### config.mk
export PLATFORM = sky130hd
export DESIGN_NAME = display_scanner
export DESIGN_NICKNAME = d
export VERILOG_FILES = /design/src/rtl/display_scanner.sv
export SDC_FILE = /design/constraint.sdc
export NUM_CORES = 1
export LEC_CHECK = 0
export ABC_AREA = 1
export CAP_MARGIN = 20
export CORE_AREA = 2 2 91 136
export DETAILED_ROUTE_END_ITERATION = 6
export DIE_AREA = 0 0 93 138
export HOLD_SLACK_MARGIN = 0.02
export SLEW_MARGIN = 5
export SYNTH_ARGS = -nofsm -noshare
export SYNTH_HDL_FRONTEND = slang
export SYNTH_SLANG_ARGS = --single-unit
### constraint.sdc
create_clock -name Clk -period 5.05 [get_ports Clk]
set_input_delay 0.7575 -clock Clk [delete_from_list [all_inputs] [get_ports Clk]]
set_output_delay 0.7575 -clock Clk [all_outputs]
set_load 0.01 [all_outputs]
### src/rtl/display_scanner.sv
// display_scanner: time-multiplexes an 8-entry hex digit bank onto a shared
// active-low cathode bus (Salida) and active-low anode bus (AN), with an
// all-off gap before every digit slot so the previous digit never ghosts.
module display_scanner #(
  parameter int SHOW_TICKS  = 100000,
  parameter int BLANK_TICKS = 1000
) (
  input  logic       Clk,
  input  logic       Reset,
  input  logic       Wr_en,
  input  logic [2:0] Wr_addr,
  input  logic [3:0] Wr_data,
  input  logic       Wr_dp,
  input  logic [7:0] Digit_en,
  output logic [7:0] Salida,
  output logic [7:0] AN,
  output logic       Frame_done
);

  localparam int MAX_TICKS = (SHOW_TICKS > BLANK_TICKS) ? SHOW_TICKS : BLANK_TICKS;
  localparam int CNT_W     = $clog2(MAX_TICKS + 1);

  localparam logic [CNT_W-1:0] SHOW_LAST  = CNT_W'(SHOW_TICKS - 1);
  localparam logic [CNT_W-1:0] BLANK_LAST = CNT_W'((BLANK_TICKS > 0) ? BLANK_TICKS - 1 : 0);

  typedef enum logic {
    BLANK = 1'b0,
    SHOW  = 1'b1
  } state_t;

  state_t           state;
  logic [2:0]       idx;
  logic [CNT_W-1:0] cnt;
  // Set by reset so the first edge after release starts frame 0 and pulses Frame_done.
  logic             fresh;

  logic [3:0] digits [8];
  logic [7:0] dps;

  logic [2:0] idx_next;
  logic [7:0] an_cur;
  logic [7:0] seg_cur;
  logic [7:0] an_next;
  logic [7:0] seg_next;

  // Active-low {a..g} pattern for a hex value, with the dp cathode appended in bit 0.
  function automatic logic [7:0] encode(input logic [3:0] value, input logic dp);
    logic [7:0] code;
    case (value)
      4'h0:    code = 8'h03;
      4'h1:    code = 8'h9F;
      4'h2:    code = 8'h25;
      4'h3:    code = 8'h0D;
      4'h4:    code = 8'h99;
      4'h5:    code = 8'h49;
      4'h6:    code = 8'h41;
      4'h7:    code = 8'h1F;
      4'h8:    code = 8'h01;
      4'h9:    code = 8'h19;
      4'hA:    code = 8'h11;
      4'hB:    code = 8'hC1;
      4'hC:    code = 8'h63;
      4'hD:    code = 8'h85;
      4'hE:    code = 8'h61;
      default: code = 8'h71;
    endcase
    return {code[7:1], ~dp};
  endfunction

  // Register bank written by the datapath; reset wins over a concurrent write.
  always_ff @(posedge Clk) begin
    if (Reset) begin
      for (int i = 0; i < 8; i++) begin
        digits[i] <= 4'h0;
      end
      dps <= 8'h00;
    end else if (Wr_en) begin
      digits[Wr_addr] <= Wr_data;
      dps[Wr_addr]    <= Wr_dp;
    end
  end

  // Pin values for the current slot and for the following slot, honouring the enable mask.
  always_comb begin
    idx_next = idx + 3'd1;
    an_cur   = 8'hFF;
    seg_cur  = 8'hFF;
    an_next  = 8'hFF;
    seg_next = 8'hFF;
    if (Digit_en[idx]) begin
      an_cur  = ~(8'b1 << idx);
      seg_cur = encode(digits[idx], dps[idx]);
    end
    if (Digit_en[idx_next]) begin
      an_next  = ~(8'b1 << idx_next);
      seg_next = encode(digits[idx_next], dps[idx_next]);
    end
  end

  // Slot sequencer: BLANK gap then SHOW per digit, outputs registered on the entering edge.
  always_ff @(posedge Clk) begin
    if (Reset) begin
      state      <= BLANK;
      idx        <= 3'd0;
      cnt        <= '0;
      fresh      <= 1'b1;
      AN         <= 8'hFF;
      Salida     <= 8'hFF;
      Frame_done <= 1'b0;
    end else begin
      Frame_done <= 1'b0;
      fresh      <= 1'b0;
      if (fresh) begin
        cnt        <= '0;
        Frame_done <= 1'b1;
        if (BLANK_TICKS == 0) begin
          state  <= SHOW;
          AN     <= an_cur;
          Salida <= seg_cur;
        end else begin
          state  <= BLANK;
          AN     <= 8'hFF;
          Salida <= 8'hFF;
        end
      end else begin
        case (state)
          BLANK: begin
            if (cnt == BLANK_LAST) begin
              state  <= SHOW;
              cnt    <= '0;
              AN     <= an_cur;
              Salida <= seg_cur;
            end else begin
              cnt    <= cnt + 1'b1;
              AN     <= 8'hFF;
              Salida <= 8'hFF;
            end
          end
          default: begin
            if (cnt == SHOW_LAST) begin
              idx        <= idx_next;
              cnt        <= '0;
              Frame_done <= (idx_next == 3'd0);
              if (BLANK_TICKS == 0) begin
                state  <= SHOW;
                AN     <= an_next;
                Salida <= seg_next;
              end else begin
                state  <= BLANK;
                AN     <= 8'hFF;
                Salida <= 8'hFF;
              end
            end else begin
              cnt    <= cnt + 1'b1;
              AN     <= an_cur;
              Salida <= seg_cur;
            end
          end
        endcase
      end
    end
  end

endmodule
Word-level counts from Yosys, hierarchy flattened
Memory sizes are Yosys's and may differ from the RTL's. A register that Yosys moved wholly into a read port is not among the register bits.
Cells that the tools add are included.
{"block": "op_classes", "bitwise_logic": 3, "n_eq_ne": 2, "add_sub_neg": 2, "shifts": 1, "n_reduce_logical": 5, "magnitude_cmp": 3, "mux": 34}
{"cell": "two-way mux 8 bit", "n": 8}
{"cell": "two-way mux 17 bit", "n": 3}
{"cell": "adder 17 x 1 -> 17 bit, second input constant", "n": 1}
{"cell": "equality test 17 x 10 -> 1 bit, second input constant", "n": 1}
{"cell": "equality test 17 bit, second input constant", "n": 1}
{"cell": "two-way mux 1 bit", "n": 15}
{"cell": "two-way mux 3 bit", "n": 3}
{"cell": "bitwise mux 8 bit", "n": 1}
{"cell": "< comparator 3 x 4 -> 1 bit, second input constant", "n": 2}
{"cell": "inverter 8 bit", "n": 1}
{"cell": "<< shifter 1 x 3 -> 8 bit, first input constant", "n": 1}
{"cell": "binary-select mux 1 bit (select 3 bit)", "n": 2}
{"cell": "two-way mux 4 bit", "n": 1}
{"cell": "OR reduction 4 bit", "n": 1}
{"cell": "adder 3 x 1 -> 3 bit, second input constant", "n": 1}
{"cell": "demux 1 bit (select 3 bit)", "n": 1}
{"cell": "greater-or-equal comparator 3 x 1 -> 1 bit, second input constant", "n": 1}
{"cell": "logical NOT 3 bit", "n": 1}
{"cell": "AND reduction 3 bit", "n": 1}
{"cell": "inverter 1 bit", "n": 2}
{"cell": "OR reduction 2 bit", "n": 1}
{"cell": "logical AND 1 bit", "n": 1}
{"block": "word_totals", "output_inout_bits": 17, "reg_bits": 47, "ramBits": 32, "romBits": 112, "inputBits": 19, "memories": 2}
{"name": "(name not given)", "depth": 16, "width": 7, "rd": 1, "rd_clocked_by_memory_dff": 0, "wr": 0, "line_no": "49", "text": "case (value)"}
{"name": "digits", "depth": 8, "width": 4, "rd": 1, "rd_clocked_by_memory_dff": 1, "wr": 8, "line_no": "37", "text": "logic [3:0] digits [8];"}

Depth between registers and ports, before layout
Gate-level depths: netlist of run 1.
{"block": "logic_depth", "depth_word": 6, "depth_mapped": 14, "mapped_depth_nobuf": 12}

Worst setup path before layout of run 1
Ideal clock, no wire load.
{"block": "synth_timing", "kind": "input-to-reg", "start": "in Reset", "end": "mem digits[1][0] (enable)", "required_ps": 4739, "setup_ps": 311, "cell_stages": 4, "arrival_time_ps": 1365, "setup_slack_ps": 3374, "path_cell_list": "inv_1 -> buf_2 -> nand2_1 -> nand2_1"}
{"element": "from (decl)", "line_no": "9", "text": "input logic Reset,"}
{"element": "to (decl)", "line_no": "37"}

==> impl_metrics.ini, run 1 <==
[run_status]
outcome = finished clean

[worst_setup_path]
max_stage_delay_ps = 580
worst_path_max_delay_cell = inv_1
rr_endpoint = Salida[4]
cp-start-kind = input pin
crit_fanout = 25
end_kind = register
cp.arrival_ps = 2430
worstSetupPathType = input pin to register
reg2reg_depth = 10
cp_cell_sequence = clkdlybuf4s50_1, inv_1, nand4_1, nand2_1
critPathRequiredTime_ps = 5080
r2r_slack_ps = 2830

[timing]
finalHoldViolCount = 0
maxSlewHeadroom = 0.501
finClkSkew_ps = 8.91
rsz0062_at_grt = no
fin_tns_setup_ps = 0
setup_slack_ps = 2640
maxSlewViolCount = 0
fmax_ghz = 0.415
worstMarginPinSlew_ps = 748
min_period_over_period = 0.477
setup_viol = 0
period_needed_ps = 2410

[global_routing]
overflow = 0
grt_pass1_vias = 3191
antenna_found_initial = 0
grt_max_degree = 26
grt_usage = 0.150
grt_pass1_wl_um = 14900

[logic_synthesis]
synth-warning-count = 0
synth_top_area_share = 0.251
synth_cell_types = 27
syn-cell-area_sq_um = 3990
yosysTopAreaCell = dfxtp_1
yosys-top-cells-area = dfxtp_1 25%, edfxtp_1 24%, nand2_1 11%
synthesis.nets = 537
synth_area_per_cell_sq_um = 7.91
ys_seq_area_frac = 0.492
synth_cells = 504
synth-seq-cells = 82

[cells_and_area]
drive_gt1_frac = 0.0748
n_antenna_cell = 0
layout.nets = 576
layout_commonest_cell = nand2_1
mostFrequentLayoutCells = 112 x nand2_1, 102 x nor2_1, 52 x inv_1
area_growth_pct = 19.8

[power]
clockPowerShare = 0.458
seq_power_share = 0.483
power.leakage_nw = 2.00
power_switching_share = 0.207
combPwrFrac = 0.058
p_int_mw = 1.17
power.switching_mw = 0.306
peakVddDrop_mv = 0.163
powerDensity_nw_per_um2 = 309

[floorplanning]
dieArea_sq_um = 12800
coreArea_sq_um = 11800
rows = 49
initial_core_util = 0.339
pin_count = 36
die_w_um = 93
die_height_um = 138

[route]
drt_wl_total_um = 9340
route.detailed.drc = 0
drt_iter0_drc = 190
postRouteAntennaNets = 0
drtPass1Iterations = 4
via_per_inst = 4.64
dr_total_vias = 3255
wl_per_cell_um = 13.3

[placed_design]
post-place-ws_ps = 2310
dp_hpwl_um = 7290
gp_congestion = 0.883
io_buffers = 35

[min_path]
hp-class = register to register
min_to = cnt[0]
min_from = cnt[0]
worstHoldPathCells = 1

[clock_network]
htreeDepth = 3
cts.sink_count = 82
cts_resized = 0
clock_tree.buffer_depth = 2
cts_tree = built
post_cts_buffers = 0
clock_latency_ps = 330
cts_buffers = 9
root_buffer = clkbuf_16
cts.hold.buffers_added = 0
path_clk_slew_ps = 60

[run]
drv_cap = 0
## synth_stat cells
master,instances
nor2_4,1
buf_6,3
o21ai_1,9
inv_4,1
o22ai_1,2
nand3_2,4
xor2_1,8
nor2_2,2
inv_1,52
dfxtp_1,50
nand3_1,50
nor3_4,1
o21ai_2,4
nand4_1,11
inv_2,8
o21ai_0,16
nor3_1,7
nand3_4,1
nand2_2,6
nor2_1,102
buf_4,2
nand2_4,1
edfxtp_1,32
ha_1,14
buf_2,2
nand2_1,112
a21oi_1,3
## critical path: cells and delay by family
kind / cells / cell delay (ps)
buffers and inverters: 2 / 1050
and+or+nand+nor: 2 / 610
## worst max-delay path by stage
stage                     slack (ps)  startpoint      endpoint  cells after the start
after floorplan                 3370       Reset  digits[1][0]                      4
after global placement          2370       Reset  digits[6][0]                      4
after CTS                       2660       Reset  digits[3][3]                      4
final                           2640       Reset  digits[3][3]                      4
after global routing            2500       Reset  digits[0][3]                      4
after detailed placement        2310       Reset  digits[0][2]                      4
## registers in the layout (all words and copies together) (netlist names), named ones only
register    flops
Salida          8
AN              8
digits         32
dps             8
idx             3
state           1
fresh           1
cnt            17
Frame_done      1
## layer usage
metal  routed length, um  global-route usage  part of all wire  vias to the layer above
met3                 165              0.0305             0.018                       11
met2                5480               0.307              0.59                       38
met4                 150              0.0534             0.016                        0
li1                    -                   -                 -                     1696
met5                   0                   0                 0                        -
met1                3540               0.139              0.38                     1510
## through the flow
stage / hold slack, ps / util / power, mW / area, sq um / instances
floorplan: 418 / - / 0.778 / 3990 / 504
global placement: 438 / 0.380 / 0.812 / 4470 / 685
detailed placement: 442 / 0.380 / 0.814 / 4470 / 685
CTS: 454 / 0.406 / 1.49 / 4780 / 701
global route: 460 / 0.406 / 1.53 / 4780 / 701
finish: 451 / 0.406 / 1.48 / 4780 / 701
## power groups by stage
stage	Clock, mW	Sequential [mW]	Combinational, mW
floorplan	0	0.725	0.0524
global placement	0	0.727	0.0847
detailed placement	0	0.728	0.0862
CTS	0.688	0.714	0.0866
global route	0.718	0.715	0.0962
finish	0.677	0.714	0.0859
## cells by family (layout without fill, tap and decap cells)
logic type	count (synthesis)	after routing	share of synthesized area
AO/OA/AOI/OAI	34	34	0.0470
XOR/XNOR	8	8	0.0176
adder cells (fa/ha/maj)	14	14	0.0439
buffers and inverters	68	112	0.0728
flip-flops	82	82	0.492
AND/OR/NAND/NOR	298	298	0.327
## layout make-up
class	instances	area (sq um)
multi-input cells	354	1740
inverters	61	231
well taps	153	191
repair buffers	35	350
clock buffers	13	240
fillers	1204	6990
flip-flops and latches	82	1960
clock inverters	3	65.1
(Power assumes the default switching activity.)
==> run 2: changes to the inputs <==
==> constraint.sdc (replaced) <==
create_clock -name Clk -period 2.35 [get_ports Clk]
set_input_delay 0.3525 -clock Clk [delete_from_list [all_inputs] [get_ports Clk]]
set_output_delay 0.3525 -clock Clk [all_outputs]
set_load 0.01 [all_outputs]
==> run 2 against run 1 <==
  * Final cell count is 0.71% higher
  * Sequential cell count stayed put
  * Non-clock buffer count is 5 higher
  * Via count is 1.8% higher
  * Register-to-register slack worse by 2300 ps
  * Total power is 110% higher
  * Clock-buffer cell count is 2 lower
  * Critical path type is now register to register
  * Critical endpoint is now Salida[4]
  * Highest routed layer unchanged
==> impl_metrics.ini, run 2 (synthesis gave the netlist of run 1 again) <==
[timing]
fmax_ghz = 0.542
setup_viol = 0
maxSlewViolCount = 0
min_period_over_period = 0.785
finClkSkew_ps = 9.07
rsz0062_at_grt = no
finalHoldViolCount = 0
maxSlewHeadroom = 0.579
worstMarginPinSlew_ps = 629
period_needed_ps = 1850
hold_slack_ps = 451
fin_tns_setup_ps = 0

[global_routing]
grt_pass1_vias = 3300
grt_usage = 0.152
grt_pass1_wl_um = 15500
overflow = 0
grt_max_degree = 20
antenna_found_initial = 0

[cells_and_area]
nFillCells = 1213
top_register = digits
largest_reg_flops = 32
multi_input_area_sq_um = 1740
reg_top3 = digits x32, cnt x17
n_antenna_cell = 0
layout_commonest_cell = nand2_1
layout.nets = 581
ff_latch_area_sq_um = 1960
drive_gt1_frac = 0.0886
area_growth_pct = 20.3
mostFrequentLayoutCells = 112 x nand2_1, 102 x nor2_1, 52 x inv_1

[worst_setup_path]
max_stage_delay_ps = 310
worstSetupPathType = register to register
critPathTopFamily = simple AND/OR/NAND/NOR gates
cpMostUsedCell = nand3_1
critPathRequiredTime_ps = 2570
cp_cell_sequence = buf_4, inv_4, o21ai_1, nand3_1, nand2_2, inv_1, ha_1, nand3_1, nand2_1, nand2_1, nand3_1
cp.arrival_ps = 2070
worst_path_max_delay_cell = dfxtp_1
critPathBufInv = 3
crit_fanout = 19
end_kind = register
cp-start-kind = register

[placed_design]
dp_hpwl_um = 7240
gp_congestion = 0.902
io_buffers = 35

[clock_network]
path_clk_slew_ps = 60
cts_resized = 0
post_cts_buffers = 0
cts_buffers = 9
htreeDepth = 3
clock_tree.buffer_depth = 2
cts.sink_count = 82
root_buffer = clkbuf_16
cts_tree = built
cts.hold.buffers_added = 0
clock_latency_ps = 330

[floorplanning]
dieArea_sq_um = 12800
coreArea_sq_um = 11800
die_height_um = 138
initial_core_util = 0.339
pin_count = 36
die_w_um = 93
rows = 49

[route]
drtPass1Iterations = 4
drt_iter0_drc = 210
via_per_inst = 4.69
wl_per_cell_um = 12.9
route.detailed.drc = 0
postRouteAntennaNets = 0
dr_total_vias = 3313
drt_wl_total_um = 9110

[min_path]
hp-class = register to register

[power]
peakVddDrop_mv = 0.316
powerDensity_nw_per_um2 = 639
power.leakage_nw = 2.02

[run]
drv_cap = 0

[run_status]
outcome = finished clean
## run 2: cell types whose count changed in the layout (fill, tap and decap cells not counted)
| cell | change |
|---|---|
| clkinvlp_4 | +1 |
| clkbuf_16 | +1 |
| clkinv_2 | +1 |
| bufinv_16 | -2 |
| buf_4 | +5 |
| clkbuf_1 | -3 |
| inv_6 | +1 |
| clkinv_4 | +1 |
## run 2: final cells by class
| type | count | share of cell area |
|---|---|---|
| multi-input cells | 354 | 0.362 |
| clock buffers | 11 | 0.0529 |
| inverters | 61 | 0.0482 |
| clock inverters | 5 | 0.00730 |
| well taps | 153 | 0.0399 |
| repair buffers | 40 | 0.0808 |
| flip-flops and latches | 82 | 0.409 |
## run 2: routing by layer
layer / global-route usage / up-vias / share of wire
met3: 0.0262 / 29 / 0.021
met5: 0 / - / 0
met2: 0.290 / 59 / 0.57
met4: 0.0851 / 0 / 0.042
met1: 0.150 / 1513 / 0.37
li1: - / 1712 / -
## run 2: final timing paths
check | from | to | slack (ps) | cells past startpoint
hold / removal | cnt[0] | cnt[0] | 450 | 1
setup / recovery | register | Salida[4] | 500 | 11
hold reg to reg | cnt[0] | cnt[0] | 450 | 1
setup reg to reg | register | Salida[4] | 500 | 11
## run 2: per-stage QoR
step                      instance area, sq um  cells  setup slack, ps  total power, mW  utilization
after floorplan                           3990    504              736             1.67            -
after global placement                    4510    690              373             1.74        0.383
after detailed placement                  4510    690              315             1.75        0.383
after CTS                                 4800    706              481             3.09        0.408
after global routing                      4800    706              287             3.18        0.408
final                                     4800    706              505             3.06        0.408
## run 2: power by group
part,switching (mW),internal (mW),leakage [nW]
sequential,0.0158,1.52,0.711
combinational,0.115,0.0696,1.17
clock,0.565,0.782,0.141
==> run 3: changes to the inputs <==
==> constraint.sdc (replaced) <==
create_clock -name Clk -period 1.6 [get_ports Clk]
set_input_delay 0.24 -clock Clk [delete_from_list [all_inputs] [get_ports Clk]]
set_output_delay 0.24 -clock Clk [all_outputs]
set_load 0.01 [all_outputs]
==> run 3 against run 2 <==
  * The flow now finishes with violations (setup timing)
  * Total power increased by 51%
  * Register-to-register slack worse by 520 ps
  * Sequential cell count did not move
  * Die area unchanged
  * Core utilization is 4.9 points higher
  * First-iteration DRC count grew 23%
  * Clock skew up 1.1 ps
  * Sequential power up 48%
  * Routed wire length up 11%
  * Maximum frequency up 14%
  * Hold slack better by 24 ps
  * Non-clock buffer count increased by 40
  * Largest power group unchanged
==> impl_metrics.ini, run 3 (synthesis gave the netlist of run 1 again) <==
[timing]
setup_viol = 1
min_period_over_period = 1.01
fmax_ghz = 0.617
worstMarginPinSlew_ps = 412
maxSlewViolCount = 0
maxSlewHeadroom = 0.723
fin_tns_setup_ps = -19.9
finClkSkew_ps = 10.1
setup_slack_ps = -19.9
period_needed_ps = 1620
rsz0062_at_grt = yes
finalHoldViolCount = 0

[cells_and_area]
drive_gt1_frac = 0.219
n_antenna_cell = 0
final_cells = 746
area_growth_pct = 34.9
layout_commonest_cell = nand2_1
layout.nets = 621
top_register = digits
reg_top3 = digits x32, cnt x17
mostFrequentLayoutCells = 104 x nand2_1, 94 x nor2_1, 51 x inv_1
nFillCells = 1168
largest_reg_flops = 32

[route]
drtPass1Iterations = 7
postRouteAntennaNets = 0
wl_met2_um = 5800
highest_layer = met4
dr_total_vias = 3542
route.detailed.drc = 0
wl_met1_um = 3420
dr_wl_met3_um = 323
drt_wl_total_um = 10100
via_per_inst = 4.75
wl_per_cell_um = 13.6
drt_iter0_drc = 258

[worst_setup_path]
cp-endpoint = Salida[6]
cp-start-kind = register
crit_fanout = 8
r2r_slack_ps = -20
cp.arrival_ps = 1840
rr_endpoint = Salida[6]
worstSetupPathType = register to register
critPathRequiredTime_ps = 1820
reg2reg_depth = 11
end_kind = register

[floorplanning]
coreArea_sq_um = 11800
pin_count = 36
initial_core_util = 0.339
rows = 49
dieArea_sq_um = 12800
die_w_um = 93
die_height_um = 138

[run]
drv_cap = 0

[placed_design]
dp_hpwl_um = 7720
post-place-ws_ps = -205
gp_congestion = 0.909
io_buffers = 35
place_inst = 722

[global_routing]
antenna_found_initial = 0
overflow = 0
grt_max_degree = 15
grt_usage = 0.157
grt_pass1_wl_um = 15600
grt_pass1_vias = 3405

[power]
power.leakage_nw = 2.24
powerDensity_nw_per_um2 = 857
p_total_mw = 4.61
peakVddDrop_mv = 0.630

[clock_network]
cts.sink_count = 82
path_clk_slew_ps = 60
cts_buffers = 9
clock_latency_ps = 340
clock_tree.buffer_depth = 2
root_buffer = clkbuf_16
htreeDepth = 3
cts_tree = built

[run_status]
outcome = complete, but fails checks
violations = setup timing

[min_path]
hp-class = register to register
run 3: changes by cell type in the layout (fill, tap and decap cells not counted), sizes merged:
cell and change:
clkinv -1, clkinvlp +1, buf +40
run 3: stage by stage:
stage | hold WS, ps | area (sq um) | util
global placement | 460 | 4760 | 0.405
CTS | 478 | 5100 | 0.433
finish | 475 | 5380 | 0.457
detailed placement | 470 | 4760 | 0.405
floorplan | 268 | 3990 | -
global route | 507 | 5380 | 0.457
run 3: metal layers:
metal	vias to the layer above	GRT usage
li1	1789	-
met1	1624	0.143
met2	90	0.305
met3	39	0.0278
met4	0	0.101
met5	-	0
run 3: layout make-up:
cell class,instances,area (sq um),area share
clock buffers,11,253,0.0470
clock inverters,5,37.5,0.00698
inverters,61,241,0.0449
multi-input cells,354,1990,0.369
flip-flops and latches,82,1970,0.366
well taps,153,191,0.0356
repair buffers,80,703,0.131
run 3: critical path, cell delays in order, from the launching register on:
cell,delay [ps]
dfxtp_4,430
buf_6,140
nand2_2,40
nand2_1,50
nand2_1,60
nand3_2,100
nand2_4,100
ha_4,280
nand3_4,100
nor2_4,40
nor2_2,90
nand2_1,80
run 3: worst min-delay path by stage:
stage | start | to | slack, ps | cells past startpoint
global route | dps[1] | dps[1] | 510 | 2
detailed placement | dps[1] | dps[1] | 470 | 2
CTS | dps[1] | dps[1] | 480 | 2
finish | dps[1] | dps[1] | 470 | 2
global placement | dps[0] | dps[0] | 460 | 2
floorplan | Reset | fresh | 270 | 0
run 3: power breakdown:
part	total (mW)	internal [mW]	switching (mW)
combinational	0.366	0.156	0.211
clock	1.99	1.14	0.849
sequential	2.26	2.23	0.0272
run 3: timing repair:
item                       4_1_cts  5_1_grt
gates resized for setup         13       53
hold endpoints to repair         0        0
hold buffers                     0        0
pin swaps                        3       27
setup endpoints to repair        7       28
buffers inserted                 1        8
